**src/rtl/sd_bit_serializer.sv**
```systemverilog
// Parallel-to-serial converter: a 2-entry word FIFO feeding a shift register,
// producing a registered bit stream with per-word completion pulse.
module sd_bit_serializer #(
  parameter int WIDTH     = 8,
  parameter bit MSB_FIRST = 1'b1,
  parameter bit IDLE_BIT  = 1'b0
) (
  input  logic             clk,
  input  logic             rst,
  input  logic [WIDTH-1:0] data_in,
  input  logic             data_valid,
  output logic             data_ready,
  output logic             ser_out,
  output logic             ser_valid,
  output logic             word_done,
  output logic             busy,
  output logic             dbg_state_o
);

  localparam int CW = (WIDTH > 2) ? $clog2(WIDTH) : 1;
  localparam logic [CW-1:0] LAST_BIT = CW'(WIDTH - 1);

  typedef enum logic {
    S_IDLE  = 1'b0,
    S_SHIFT = 1'b1
  } state_e;

  state_e           state_q, state_d;
  logic [WIDTH-1:0] mem_q [2];
  logic             rd_ptr_q, rd_ptr_d;
  logic             wr_ptr_q, wr_ptr_d;
  logic [1:0]       count_q, count_d;
  logic [WIDTH-1:0] shreg_q, shreg_d;
  logic [CW-1:0]    bit_cnt_q, bit_cnt_d;
  logic             ser_out_q, ser_out_d;
  logic             ser_valid_q, ser_valid_d;
  logic             word_done_q, word_done_d;
  logic             push;
  logic             pop;

  // Handshake: a word moves on a rising edge where data_valid && data_ready.
  // data_ready depends only on the registered fill level, never on data_valid,
  // so a producer may hold data_valid high and simply wait.
  assign data_ready = (count_q != 2'd2);
  assign push       = data_valid && data_ready;

  always_comb begin
    state_d   = state_q;
    rd_ptr_d  = rd_ptr_q;
    wr_ptr_d  = wr_ptr_q;
    count_d   = count_q;
    shreg_d   = shreg_q;
    bit_cnt_d = bit_cnt_q;
    pop       = 1'b0;

    // Pops look only at the registered count, so a word pushed into an empty
    // FIFO always waits one edge before it can be loaded.
    case (state_q)
      S_IDLE: begin
        if (count_q != 2'd0) begin
          pop = 1'b1;
        end
      end
      S_SHIFT: begin
        if (bit_cnt_q == LAST_BIT) begin
          if (count_q != 2'd0) begin
            pop = 1'b1;
          end else begin
            state_d = S_IDLE;
          end
        end else begin
          bit_cnt_d = bit_cnt_q + 1'b1;
          shreg_d   = MSB_FIRST ? {shreg_q[WIDTH-2:0], 1'b0}
                                : {1'b0, shreg_q[WIDTH-1:1]};
        end
      end
      default: state_d = S_IDLE;
    endcase

    if (pop) begin
      shreg_d   = mem_q[rd_ptr_q];
      bit_cnt_d = '0;
      rd_ptr_d  = ~rd_ptr_q;
      state_d   = S_SHIFT;
    end

    if (push) begin
      wr_ptr_d = ~wr_ptr_q;
    end

    case ({push, pop})
      2'b10:   count_d = count_q + 2'd1;
      2'b01:   count_d = count_q - 2'd1;
      default: count_d = count_q;
    endcase

    // Outputs are computed from next state so they register alongside it.
    ser_valid_d = (state_d == S_SHIFT);
    word_done_d = (state_d == S_SHIFT) && (bit_cnt_d == LAST_BIT);
    if (state_d == S_SHIFT) begin
      ser_out_d = MSB_FIRST ? shreg_d[WIDTH-1] : shreg_d[0];
    end else begin
      ser_out_d = IDLE_BIT;
    end
  end

  always_ff @(posedge clk or posedge rst) begin
    if (rst) begin
      state_q     <= S_IDLE;
      rd_ptr_q    <= 1'b0;
      wr_ptr_q    <= 1'b0;
      count_q     <= 2'd0;
      shreg_q     <= '0;
      bit_cnt_q   <= '0;
      ser_out_q   <= IDLE_BIT;
      ser_valid_q <= 1'b0;
      word_done_q <= 1'b0;
      mem_q[0]    <= '0;
      mem_q[1]    <= '0;
    end else begin
      state_q     <= state_d;
      rd_ptr_q    <= rd_ptr_d;
      wr_ptr_q    <= wr_ptr_d;
      count_q     <= count_d;
      shreg_q     <= shreg_d;
      bit_cnt_q   <= bit_cnt_d;
      ser_out_q   <= ser_out_d;
      ser_valid_q <= ser_valid_d;
      word_done_q <= word_done_d;
      if (push) begin
        mem_q[wr_ptr_q] <= data_in;
      end
    end
  end

  assign ser_out     = ser_out_q;
  assign ser_valid   = ser_valid_q;
  assign word_done   = word_done_q;
  assign busy        = (state_q == S_SHIFT) || (count_q != 2'd0);
  assign dbg_state_o = state_q;

endmodule

```
**config.mk**
```make
export PLATFORM = sky130hd
export DESIGN_NAME = sd_bit_serializer
export DESIGN_NICKNAME = d
export VERILOG_FILES = /design/src/rtl/sd_bit_serializer.sv
export SDC_FILE = /design/constraint.sdc
export NUM_CORES = 1
export LEC_CHECK = 0
export ABC_AREA = 1
export BUFFER_PORTS_ARGS = -buffer_cell sky130_fd_sc_hd__buf_2
export CAP_MARGIN = 40
export CORE_ASPECT_RATIO = 0.6
export CORE_UTILIZATION = 30
export CTS_BUF_LIST = sky130_fd_sc_hd__clkbuf_2
export DETAILED_ROUTE_END_ITERATION = 10
export PLACE_DENSITY_LB_ADDON = 0.3
export SLEW_MARGIN = 10
export SYNTH_ARGS = -nofsm -noshare
export SYNTH_HDL_FRONTEND = slang
export SYNTH_SLANG_ARGS = --single-unit
```
**constraint.sdc**
```tcl
create_clock -name clk -period 3.2 [get_ports clk]
set_input_delay 0.48 -clock clk [delete_from_list [all_inputs] [get_ports clk]]
set_output_delay 0.48 -clock clk [all_outputs]
set_load 0.01 [all_outputs]
```
==> metrics <==
CORE AREA=5050 sq um; vias per cell=4.33; Num CTS Buffers=5; crit-path cells=nor2_1, inv_2, or2_2, buf_2; reg2reg path depth=9; Worst Hold Class=input port to async pin; clk sinks=33; top cell type's share of synthesized area=52.4%; layout cells sized above 1=23.5%; postcts setup bufs=0; WS Path Type=flop to output pin; CP Max Fanout=10; actual slew at the worst max-slew pin=0.714 ns; slowest stage cell, crit path=nor2_1; highest-count cells in the layout ignoring fill and taps=nand2_1 (68), dfrtp_1 (33), nand3_1 (22); R2R Path Start=count_q[1]; Pwr Density=941 nW/um^2; Req. time, crit path=2.72 ns; die area=5550 sq um; Congestion Overflow GR=0; post-synthesis cell count=178; Rel. slew slack=52.2%; Starting Density=31.2%; R2R Setup Slk=1.03 ns; syn nets=191; unrepaired setup endpoints after global routing=no; Nets=209; Pleak=0.916 nW; Cell Count, Final, Fillers Out=262; TritonRoute pass-1 iters=4; cts hold-fix bufs=0; worst-skew pair later-pin latency=0.39 ns; Worst Setup EP=busy; DP Worst Slack=1.08 ns; Synth Cell Area=1580 sq um; final hold violations=0; final core area utilization=34.2%; row cnt=20; CP Launch Type=flop; clock slew seen by the registers of the worst setup and hold paths=0.17 ns; max frequency=387 MHz; Avg Synthesized Cell Area=8.85 sq um; Worst Hold Slack=0.135 ns; GRT Total Usage=12.8%; Max Slew Vio Count=0; reg2reg end=count_q[1]; dominant cells by area after synthesis=dfrtp_1 (52%), nand2_1 (16%), o21ai_2 (8.9%); routed vias=1134; period utilization=80.8%; first-pass GRT wire length=5190 microns; largest net degree at the start of global routing=34; die width=95.6 microns; register bit total from synthesis=33; Crit. End Element=output pin; CTS tree=done; YS warnings=0; Critical Path AT=2.11 ns; area grow syn2layout=9.77%; post-route ant nets=0; max-cap violations=0; initial antenna violation count=0; most common cell after layout, fill and taps aside=nand2_1; Fin Setup TNS=0 ns; crit path time final=2.59 ns; Critical Path Source=count_q[1]; routed wire length=2910 microns; sequential fraction of the synthesis area=52.4%; vias in the first global route=1062; IO Count=17; ant diodes=0; clock buffer depth=2; peak supply drop=0.273 mV; DRC errors left=0; Die Y=58.1 microns; number of library cell types mapped by synthesis=20; gp weighted congestion=0.721; clock skew=0.0169 ns; drt first-iter violations=36; Worst Slack Setup Final=0.613 ns; Placed Cells=255; H-tree Lvls=2; CTS Root Buffer Type=clkbuf_2; post_cts resized=0; HPWL after detailed placement=2060 microns; port bufs=16; DR WL/cell=11.1 microns; status=complete, no violations; slowest stage delay, CP=0.59 ns; largest area contributor in the netlist=dfrtp_1; # setup viols final=0
==> metal layers <==
metal / wire length (microns) / vias up / global-route usage [%]
li1: - / 599 / -
met1: 1650 / 507 / 19.7
met2: 1060 / 20 / 15.4
met3: 134 / 8 / 4.72
met4: 62 / 0 / 5.76
met5: 0 / - / 0
==> stage by stage <==
step	total power [mW]	cell area, sq um
floorplan	1.32	1580
global placement	1.45	1700
detailed placement	1.45	1700
CTS	1.65	1730
global route	1.81	1730
finish	1.63	1730
==> where the power goes <==
part	switching [mW]	leakage [nW]	total [mW]	internal, mW
combinational	0.450	0.478	0.703	0.253
clock	0.142	0.0265	0.193	0.0509
sequential	0.127	0.412	0.731	0.604
==> synthesized netlist by cell type <==
cell      instances
nand2_1          68
inv_1            16
nand4_1           1
dfrtp_1          33
ha_1              2
nand2_4           1
clkinv_1          2
nor2_1            2
inv_2             2
xnor2_1           1
a21o_1            1
o21ai_1           1
nand3_4           2
o21ai_2          16
nand2_2           1
nand3_1          22
or2_2             1
buf_4             3
buf_2             1
buf_6             2
==> worst max-delay path, delay by kind of cell, from the launching register on <==
| kind | cells | cell delay (ns) |
|---|---|---|
| flops | 1 | 0.47 |
| simple gates | 2 | 0.91 |
| buf+inv | 2 | 0.35 |
==> final cells by class <==
cell class                      count  area, sq um
Fill cell                         549         3330
Clock inverter                      1         3.75
Tap cell                           66         82.6
Clock buffer                        6         30.0
Sequential cell                    33          826
Timing Repair Buffer               17         87.6
Multi-Input combinational cell    119          624
Inverter                           20         75.1
==> cells by family (layout without fill, tap and decap cells) <==
logic type                 after synthesis  in the layout  share of synthesized area [%]
xor gates and xnor gates                 1              1                          0.556
buffers and inverters                   26             44                           7.94
adders and majority gates                2              2                           1.59
AOI/OAI and AO/OA                       18             18                           9.69
DFF                                     33             33                           52.4
and+or+nand+nor                         98             98                           27.8
==> sequential cells by signal, indices dropped and copies added (netlist names) <==
register	cells
mem_q	16
shreg_q	7
bit_cnt_q	3
count_q	2
rd_ptr_q	1
ser_out	1
ser_valid	1
word_done	1
wr_ptr_q	1
==> worst min path at each step <==
| stage | from | end | cells after the start |
|---|---|---|---|
| floorplan | shreg_q[6] | ser_out | 2 |
| global placement | mem_q[6] | mem_q[6] | 2 |
| detailed placement | mem_q[9] | mem_q[9] | 2 |
| CTS | rst | ser_out | 3 |
| global route | rst | ser_out | 3 |
| finish | rst | ser_out | 3 |
Power figures use the tool's default switching activity.
